`config.mk`:
```
export PLATFORM = sky130hd
export DESIGN_NAME = sap_datapath_flat
export DESIGN_NICKNAME = d
export VERILOG_FILES = /design/src/rtl/sap_pkg.sv /design/src/rtl/sap_datapath_if.sv /design/src/rtl/sap_ram16x8.sv /design/src/rtl/sap_datapath.sv /design/src/flat_wrapper.sv
export SDC_FILE = /design/constraint.sdc
export NUM_CORES = 1
export LEC_CHECK = 0
export ABC_CLOCK_PERIOD_IN_PS = 3150
export CORE_ASPECT_RATIO = 0.7
export CORE_MARGIN = 5
export CORE_UTILIZATION = 45
export CTS_BUF_LIST = sky130_fd_sc_hd__clkbuf_4
export CTS_CLUSTER_SIZE = 12
export DETAILED_ROUTE_END_ITERATION = 10
export GPL_TIMING_DRIVEN = 0
export PLACE_DENSITY_LB_ADDON = 0.15
export SLEW_MARGIN = 20
export SYNTH_ARGS = -nofsm -noshare
export SYNTH_HDL_FRONTEND = slang
export SYNTH_SLANG_ARGS = --single-unit
```
`constraint.sdc`:
```
create_clock -name CLK -period 3.15 [get_ports CLK]
set_input_delay 0.63 -clock CLK [delete_from_list [all_inputs] [get_ports CLK]]
set_output_delay 0.63 -clock CLK [all_outputs]
set_load 0.1 [all_outputs]
```
`src/rtl/sap_pkg.sv`:
```
// sap_pkg: constants, opcode encoding and control-word layout shared by the
// SAP datapath and its sequencer.
//   DATA_W    - bus, register and RAM word width
//   ADDR_W    - PC, MAR, RAM address and IR operand width
//   RAM_DEPTH - number of program RAM words
package sap_pkg;

    localparam int DATA_W    = 8;
    localparam int ADDR_W    = 4;
    localparam int RAM_DEPTH = 16;

    typedef enum logic [3:0] {
        OP_NOP = 4'h0,
        OP_LDA = 4'h1,
        OP_ADD = 4'h2,
        OP_SUB = 4'h3,
        OP_STA = 4'h4,
        OP_LDI = 4'h5,
        OP_JMP = 4'h6,
        OP_JC  = 4'h7,
        OP_JZ  = 4'h8,
        OP_OUT = 4'hE,
        OP_HLT = 4'hF
    } opcode_t;

    // One bit per sequencer strobe; field order matches the sequencer output.
    typedef struct packed {
        logic halt;
        logic addressWEN;
        logic ramWEN;
        logic ramREN;
        logic iWEN;
        logic iREN;
        logic aWEN;
        logic aREN;
        logic aluREN;
        logic sub;
        logic bWEN;
        logic outputWEN;
        logic pcEN;
        logic pcREN;
        logic jump;
        logic flagWEN;
    } ctrl_word_t;

endpackage

```
`src/rtl/sap_datapath_if.sv`:
```
// sap_datapath_if: sequencer <-> datapath connection.
//   master (sequencer / loader): drives the 16 control strobes and the
//          program-load port, receives opcode, zero and carry.
//   slave  (datapath): the reverse direction.
interface sap_datapath_if #(
    parameter int DATA_W = sap_pkg::DATA_W,
    parameter int ADDR_W = sap_pkg::ADDR_W
) ();

    logic              halt;
    logic              addressWEN;
    logic              ramWEN;
    logic              ramREN;
    logic              iWEN;
    logic              iREN;
    logic              aWEN;
    logic              aREN;
    logic              aluREN;
    logic              sub;
    logic              bWEN;
    logic              outputWEN;
    logic              pcEN;
    logic              pcREN;
    logic              jump;
    logic              flagWEN;

    logic              prog_wen;
    logic [ADDR_W-1:0] prog_addr;
    logic [DATA_W-1:0] prog_data;

    logic [3:0]        opcode;
    logic              zero;
    logic              carry;

    modport master (
        output halt, addressWEN, ramWEN, ramREN, iWEN, iREN, aWEN, aREN,
               aluREN, sub, bWEN, outputWEN, pcEN, pcREN, jump, flagWEN,
               prog_wen, prog_addr, prog_data,
        input  opcode, zero, carry
    );

    modport slave (
        input  halt, addressWEN, ramWEN, ramREN, iWEN, iREN, aWEN, aREN,
               aluREN, sub, bWEN, outputWEN, pcEN, pcREN, jump, flagWEN,
               prog_wen, prog_addr, prog_data,
        output opcode, zero, carry
    );

endinterface

```
`src/rtl/sap_ram16x8.sv`:
```
// sap_ram16x8: program/data RAM, asynchronous read, synchronous write,
// no reset.
//   clk                           - write clock
//   load_wen/load_addr/load_data  - program-load write port (wins on collision)
//   wen/waddr/wdata               - CPU write port
//   raddr/rdata                   - combinational read port
module sap_ram16x8 #(
    parameter int DATA_W = 8,
    parameter int ADDR_W = 4
) (
    input  logic              clk,
    input  logic              load_wen,
    input  logic [ADDR_W-1:0] load_addr,
    input  logic [DATA_W-1:0] load_data,
    input  logic              wen,
    input  logic [ADDR_W-1:0] waddr,
    input  logic [DATA_W-1:0] wdata,
    input  logic [ADDR_W-1:0] raddr,
    output logic [DATA_W-1:0] rdata
);

    localparam int DEPTH = 1 << ADDR_W;

    logic [DATA_W-1:0] mem [DEPTH];

    // The program loader has priority: a simultaneous CPU write is dropped
    // even when it targets a different address.
    always_ff @(posedge clk) begin
        if (load_wen) begin
            mem[load_addr] <= load_data;
        end else if (wen) begin
            mem[waddr] <= wdata;
        end
    end

    assign rdata = mem[raddr];

endmodule

```
`src/rtl/sap_datapath.sv`:
```
// sap_datapath: SAP-1 style datapath executing one control word per cycle.
//   CLK, nRST     - clock, asynchronous active-low reset
//   ctl (slave)   - control strobes, program-load port, opcode/zero/carry
//   out_value     - OUT register
//   bus           - combinational bus value (debug)
//   pc            - program counter
//   halted        - sticky halt state
//   bus_conflict  - two or more bus drivers enabled
module sap_datapath
    import sap_pkg::*;
#(
    parameter int DATA_W = sap_pkg::DATA_W,
    parameter int ADDR_W = sap_pkg::ADDR_W
) (
    input  logic              CLK,
    input  logic              nRST,
    sap_datapath_if.slave     ctl,
    output logic [DATA_W-1:0] out_value,
    output logic [DATA_W-1:0] bus,
    output logic [ADDR_W-1:0] pc,
    output logic              halted,
    output logic              bus_conflict
);

    // 9-bit add/subtract; subtraction is A + ~B + 1 so carry means A >= B.
    function automatic logic [DATA_W:0] alu_addsub(input logic [DATA_W-1:0] a,
                                                   input logic [DATA_W-1:0] b,
                                                   input logic              sub);
        logic [DATA_W-1:0] b_op;
        b_op = sub ? ~b : b;
        return {1'b0, a} + {1'b0, b_op} + {{DATA_W{1'b0}}, sub};
    endfunction

    ctrl_word_t        cw;
    logic [ADDR_W-1:0] pc_r, mar_r;
    logic [DATA_W-1:0] ir_r, a_r, b_r, out_r;
    logic              zero_r, carry_r, halted_r;
    logic [DATA_W-1:0] ram_rdata;
    logic [DATA_W:0]   alu_sum;
    logic [2:0]        drv_cnt;
    logic              wr_ok;

    always_comb begin
        cw            = '0;
        cw.halt       = ctl.halt;
        cw.addressWEN = ctl.addressWEN;
        cw.ramWEN     = ctl.ramWEN;
        cw.ramREN     = ctl.ramREN;
        cw.iWEN       = ctl.iWEN;
        cw.iREN       = ctl.iREN;
        cw.aWEN       = ctl.aWEN;
        cw.aREN       = ctl.aREN;
        cw.aluREN     = ctl.aluREN;
        cw.sub        = ctl.sub;
        cw.bWEN       = ctl.bWEN;
        cw.outputWEN  = ctl.outputWEN;
        cw.pcEN       = ctl.pcEN;
        cw.pcREN      = ctl.pcREN;
        cw.jump       = ctl.jump;
        cw.flagWEN    = ctl.flagWEN;
    end

    // Writes are blocked from the very edge at which halt is first raised.
    assign wr_ok   = !(cw.halt || halted_r);
    assign alu_sum = alu_addsub(a_r, b_r, cw.sub);

    // Wired-OR bus: overlapping drivers merge rather than resolve.
    always_comb begin
        bus = '0;
        if (cw.pcREN)  bus = bus | {{(DATA_W-ADDR_W){1'b0}}, pc_r};
        if (cw.ramREN) bus = bus | ram_rdata;
        if (cw.iREN)   bus = bus | {{(DATA_W-ADDR_W){1'b0}}, ir_r[ADDR_W-1:0]};
        if (cw.aREN)   bus = bus | a_r;
        if (cw.aluREN) bus = bus | alu_sum[DATA_W-1:0];
    end

    assign drv_cnt = {2'b0, cw.pcREN} + {2'b0, cw.ramREN} + {2'b0, cw.iREN}
                   + {2'b0, cw.aREN} + {2'b0, cw.aluREN};
    assign bus_conflict = (drv_cnt > 3'd1);

    always_ff @(posedge CLK or negedge nRST) begin
        if (!nRST) begin
            pc_r     <= '0;
            mar_r    <= '0;
            ir_r     <= '0;
            a_r      <= '0;
            b_r      <= '0;
            out_r    <= '0;
            zero_r   <= 1'b0;
            carry_r  <= 1'b0;
            halted_r <= 1'b0;
        end else begin
            if (cw.halt) halted_r <= 1'b1;
            if (wr_ok) begin
                if (cw.addressWEN) mar_r <= bus[ADDR_W-1:0];
                if (cw.iWEN)       ir_r  <= bus;
                if (cw.aWEN)       a_r   <= bus;
                if (cw.bWEN)       b_r   <= bus;
                if (cw.outputWEN)  out_r <= bus;
                if (cw.jump)       pc_r  <= bus[ADDR_W-1:0];
                else if (cw.pcEN)  pc_r  <= pc_r + 1'b1;
                if (cw.flagWEN) begin
                    carry_r <= alu_sum[DATA_W];
                    zero_r  <= (alu_sum[DATA_W-1:0] == '0);
                end
            end
        end
    end

    sap_ram16x8 #(
        .DATA_W (DATA_W),
        .ADDR_W (ADDR_W)
    ) u_ram (
        .clk       (CLK),
        .load_wen  (ctl.prog_wen),
        .load_addr (ctl.prog_addr),
        .load_data (ctl.prog_data),
        .wen       (cw.ramWEN && wr_ok),
        .waddr     (mar_r),
        .wdata     (bus),
        .raddr     (mar_r),
        .rdata     (ram_rdata)
    );

    assign ctl.opcode = ir_r[DATA_W-1 -: 4];
    assign ctl.zero   = zero_r;
    assign ctl.carry  = carry_r;
    assign out_value  = out_r;
    assign pc         = pc_r;
    assign halted     = halted_r;

endmodule

```
`src/flat_wrapper.sv`:
```
// flat-port wrapper written by rule: the top's interface ports become plain ports
module sap_datapath_flat import sap_pkg::*;
#(
    parameter int DATA_W = sap_pkg::DATA_W,
    parameter int ADDR_W = sap_pkg::ADDR_W
)
  (CLK, nRST, out_value, bus, pc, halted, bus_conflict, ctl_halt, ctl_addressWEN, ctl_ramWEN, ctl_ramREN, ctl_iWEN, ctl_iREN, ctl_aWEN, ctl_aREN, ctl_aluREN, ctl_sub, ctl_bWEN, ctl_outputWEN, ctl_pcEN, ctl_pcREN, ctl_jump, ctl_flagWEN, ctl_prog_wen, ctl_prog_addr, ctl_prog_data, ctl_opcode, ctl_zero, ctl_carry);
  sap_datapath_if #(.DATA_W(DATA_W), .ADDR_W(ADDR_W)) ctl_i ();
  input  logic CLK;
  input  logic nRST;
  output logic [DATA_W-1:0] out_value;
  output logic [DATA_W-1:0] bus;
  output logic [ADDR_W-1:0] pc;
  output logic halted;
  output logic bus_conflict;
  input wire logic [$bits(ctl_i.halt)-1:0] ctl_halt;
  input wire logic [$bits(ctl_i.addressWEN)-1:0] ctl_addressWEN;
  input wire logic [$bits(ctl_i.ramWEN)-1:0] ctl_ramWEN;
  input wire logic [$bits(ctl_i.ramREN)-1:0] ctl_ramREN;
  input wire logic [$bits(ctl_i.iWEN)-1:0] ctl_iWEN;
  input wire logic [$bits(ctl_i.iREN)-1:0] ctl_iREN;
  input wire logic [$bits(ctl_i.aWEN)-1:0] ctl_aWEN;
  input wire logic [$bits(ctl_i.aREN)-1:0] ctl_aREN;
  input wire logic [$bits(ctl_i.aluREN)-1:0] ctl_aluREN;
  input wire logic [$bits(ctl_i.sub)-1:0] ctl_sub;
  input wire logic [$bits(ctl_i.bWEN)-1:0] ctl_bWEN;
  input wire logic [$bits(ctl_i.outputWEN)-1:0] ctl_outputWEN;
  input wire logic [$bits(ctl_i.pcEN)-1:0] ctl_pcEN;
  input wire logic [$bits(ctl_i.pcREN)-1:0] ctl_pcREN;
  input wire logic [$bits(ctl_i.jump)-1:0] ctl_jump;
  input wire logic [$bits(ctl_i.flagWEN)-1:0] ctl_flagWEN;
  input wire logic [$bits(ctl_i.prog_wen)-1:0] ctl_prog_wen;
  input wire logic [$bits(ctl_i.prog_addr)-1:0] ctl_prog_addr;
  input wire logic [$bits(ctl_i.prog_data)-1:0] ctl_prog_data;
  output wire logic [$bits(ctl_i.opcode)-1:0] ctl_opcode;
  output wire logic [$bits(ctl_i.zero)-1:0] ctl_zero;
  output wire logic [$bits(ctl_i.carry)-1:0] ctl_carry;
  assign ctl_i.halt = ctl_halt;
  assign ctl_i.addressWEN = ctl_addressWEN;
  assign ctl_i.ramWEN = ctl_ramWEN;
  assign ctl_i.ramREN = ctl_ramREN;
  assign ctl_i.iWEN = ctl_iWEN;
  assign ctl_i.iREN = ctl_iREN;
  assign ctl_i.aWEN = ctl_aWEN;
  assign ctl_i.aREN = ctl_aREN;
  assign ctl_i.aluREN = ctl_aluREN;
  assign ctl_i.sub = ctl_sub;
  assign ctl_i.bWEN = ctl_bWEN;
  assign ctl_i.outputWEN = ctl_outputWEN;
  assign ctl_i.pcEN = ctl_pcEN;
  assign ctl_i.pcREN = ctl_pcREN;
  assign ctl_i.jump = ctl_jump;
  assign ctl_i.flagWEN = ctl_flagWEN;
  assign ctl_i.prog_wen = ctl_prog_wen;
  assign ctl_i.prog_addr = ctl_prog_addr;
  assign ctl_i.prog_data = ctl_prog_data;
  assign ctl_opcode = ctl_i.opcode;
  assign ctl_zero = ctl_i.zero;
  assign ctl_carry = ctl_i.carry;
  sap_datapath #(.DATA_W(DATA_W), .ADDR_W(ADDR_W)) u_core (.CLK(CLK), .nRST(nRST), .ctl(ctl_i), .out_value(out_value), .bus(bus), .pc(pc), .halted(halted), .bus_conflict(bus_conflict));
endmodule
```
==> results.sh <==
export IMPL_status="finished with violations"
export IMPL_violations="negative setup slack"
export IMPL_drive_gt1_share_pct=29.16
export IMPL_dieHeight_microns=118.0
export IMPL_synth_flop_cell="edfxtp_1"
export IMPL_criticalPathCategory="reg -> out"
export IMPL_n_antenna_cell=0
export IMPL_setup_violations=7
export IMPL_end_kind="output pin"
export IMPL_pin_count=59
export IMPL_yosysUniqueCellTypes=55
export IMPL_cts_tree="yes"
export IMPL_rows=39
export IMPL_crit_fanout=5
export IMPL_rsz0062_at_grt="yes"
export IMPL_worstSetupStartpointType="flop"
export IMPL_vias=5038
export IMPL_cts_buffers=17
export IMPL_min_period_over_period_pct=117.2
export IMPL_synth_common_cells="edfxtp_1, nand2_1, dfrtp_1"
export IMPL_routed_wl_mm=20.31
export IMPL_grt_pass1_wl_mm=30.53
export IMPL_initialDrtViolationCount=570
export IMPL_io_buffers=55
export IMPL_whs_ns=0.4363
export IMPL_gp_congestion=0.9189
export IMPL_crit_chain="xor2_1 > ha_1 > buf_4 > nor2b_4 > o31a_1 > o21a_1 > o21a_1 > o311a_4 > clkinvlp_4 > buf_12"
export IMPL_slowest_delay_ns=0.42
export IMPL_syn_nets=560
export IMPL_fill_cells=1331
export IMPL_holdCritPathClass="in -> reg"
export IMPL_worst_slack_ns=-0.5405
export IMPL_syn_area_per_cell_sq_um=14.51
export IMPL_fmax_mhz=271.0
export IMPL_power_total_uw=5473
export IMPL_finalMaxSlewViolations=0
export IMPL_min_period_ns=3.691
export IMPL_dpl_hpwl_mm=14.17
export IMPL_antenna_found_initial=0
export IMPL_drc_errors=0
export IMPL_syn_area_sq_mm=0.007503
export IMPL_grt_max_degree=34
export IMPL_async_flop_share_pct=25.15
export IMPL_yosys_area_top_type="edfxtp_1"
export IMPL_wl_per_cell_microns=23.72
export IMPL_grt_pass1_vias=4941
export IMPL_yosysWarnings=0
export IMPL_initial_utilization_pct=45.90
export IMPL_grt_ovfl_total=0
export IMPL_clk_path_buf_depth=2
export IMPL_clk_insertion_delay_late_ns=0.56
export IMPL_max_slew_margin_pct=32.30
export IMPL_design_core_area_sq_mm=0.01635
export IMPL_finalNetCount=661
export IMPL_die_x_microns=164.3
export IMPL_skew_ns=0.03557
export IMPL_p_leak_uw=0.003273
export IMPL_ys_ff_latch=171
export IMPL_ir_drop_mv=0.4303
export IMPL_hold_viol=0
export IMPL_final_antenna_net_count=0
export IMPL_synth_edf_count=128
export IMPL_placedCellCount=798
export IMPL_cts_max_level=4
export IMPL_area_growth_pct=24.40
export IMPL_synth_top_area_share_pct=51.23
export IMPL_synth_cells=517
export IMPL_crit_top_cell="o21a_1"
export IMPL_cts_sink_count=171
export IMPL_finalNonFillerCells=856
export IMPL_clkTransAtPathRegs_ns=0.16
export IMPL_yosysSeqAreaShare_pct=65.57
export IMPL_cp_slowest_cell="dfrtp_1"
export IMPL_worstPathArrival_ns=3.06
export IMPL_dieArea_sq_mm=0.01940
export IMPL_fin_setup_tns_ns=-2.268
export IMPL_powerDensity_mw_per_mm2=586.3
export IMPL_cap_violations=0
export IMPL_cp_required_ns=2.52
export IMPL_grt_total_usage_pct=21.51
export IMPL_final_core_utilization_pct=57.10
export IMPL_worst_slew_pin_slew_ns=1.011
export IMPL_synthTopCellsByArea="edfxtp_1, dfrtp_1, mux4_2"
export IMPL_via_per_inst=5.886
export IMPL_first_pass_iters=5
export IMPL_cts_root_buf="clkbuf_4"
export IMPL_yosys_cell_count_top_type="edfxtp_1"
-- cell families (layout without fill, tap and decap cells) --
family,Yosys count,after routing,synth area share (%)
flops,171,171,65.57
simple gates,123,123,7.087
compound gates,108,108,9.305
buf+inv,47,161,2.918
mux,46,46,11.66
fa+ha+maj,12,12,2.301
xor+xnor,10,10,1.167
-- where the power goes --
part           switching [uW]  total (uW)  internal [uW]
registers                51.9        2550           2500
clock network             841        1280            437
logic                    1060        1640            581
total                    1960        5470           3520
-- placed cells by master (no fill, tap or decap), types with 3 or more instances in the layout --
cell / instances
a21oi_2: 8
nand4_1: 3
clkbuf_2: 3
buf_12: 10
inv_8: 6
clkdlybuf4s50_1: 41
a222oi_1: 3
nor3_1: 7
clkinvlp_4: 6
o21ai_0: 29
o22ai_1: 4
inv_1: 14
o22a_1: 3
mux2i_2: 3
clkbuf_4: 20
buf_4: 32
edfxtp_1: 128
xor2_1: 8
nor2_4: 18
a21oi_4: 4
buf_2: 3
inv_2: 3
dfrtp_1: 42
nor2_1: 17
a31oi_1: 8
mux4_2: 33
o21ai_1: 13
nand2_1: 61
buf_6: 6
inv_6: 3
clkbuf_1: 8
a21oi_1: 12
ha_1: 7
o21a_1: 4
mux2i_1: 7
-- layout make-up --
class                   instances  area [sq um]  area share (%)
repair buffers                 84         844.6           9.048
clock inverters                14         150.1           1.609
clock buffers                  18         135.1           1.448
flip-flops and latches        171          4921           52.72
inverters                      20         86.33          0.9249
well taps                     225         281.5           3.016
plain buffers                  25         214.0           2.292
multi-input cells             299          2701           28.94
-- metal layers --
layer	up-vias	global-route usage [%]	routed length, microns
met1	2583	34.12	8944
li1	2190	-	-
met2	243	29.19	8840
met3	22	6.510	2323
met5	-	0	0
met4	0	4.400	199
-- flip-flops by register name, summed over array words and instances (netlist names) --
register / count
u_core.ctl.zero: 1
u_core.halted: 1
u_core.out_value: 8
u_core.a_r: 8
u_core.pc: 4
u_core.b_r: 8
u_core.ir_r: 8
u_core.mar_r: 4
u_core.ctl.carry: 1
u_core.u_ram.mem: 128
-- through the flow --
stage / worst slack [ns] / area (sq um)
6_report: -0.5405 / 9334
5_1_grt: -0.6977 / 9334
4_1_cts: -0.5440 / 9044
3_5_place_dp: -1.447 / 8406
3_3_place_gp: -1.454 / 8391
2_1_floorplan: -0.1584 / 7559
-- path summary, 6_finish.rpt --
path / cells after the start / startpoint / to / slack [ns]
min in group asynchronous: 2 / nRST / u_core.ctl.zero / 0.46
max reg2reg: 6 / u_core.halted / u_core.u_ram.mem[9][0] / 0.21
min reg2reg: 2 / u_core.out_value[5] / u_core.out_value[5] / 0.51
max in group asynchronous: 3 / nRST / u_core.b_r[0] / 2.19
max: 10 / u_core.b_r[2] / bus[6] / -0.54
min: 2 / ctl_jump / u_core.pc[3] / 0.44
-- critical path: cells and delay by family, from the launching register on --
family	cells	cell delay [ns]
flops	1	0.42
xor+xnor	1	0.16
buf+inv	3	0.42
fa+ha+maj	1	0.35
simple gates	1	0.12
compound gates	4	1.04
-- what timing repair did --
item	in CTS	in global routing
endpoints found under the hold margin	10	0
resized for setup	141	46
gates cloned	0	1
pin swaps	19	14
endpoints found under the setup margin	265	187
hold buffers	1	0
setup buffers	16	10
Note: power is estimated with default switching activity, not from simulation.
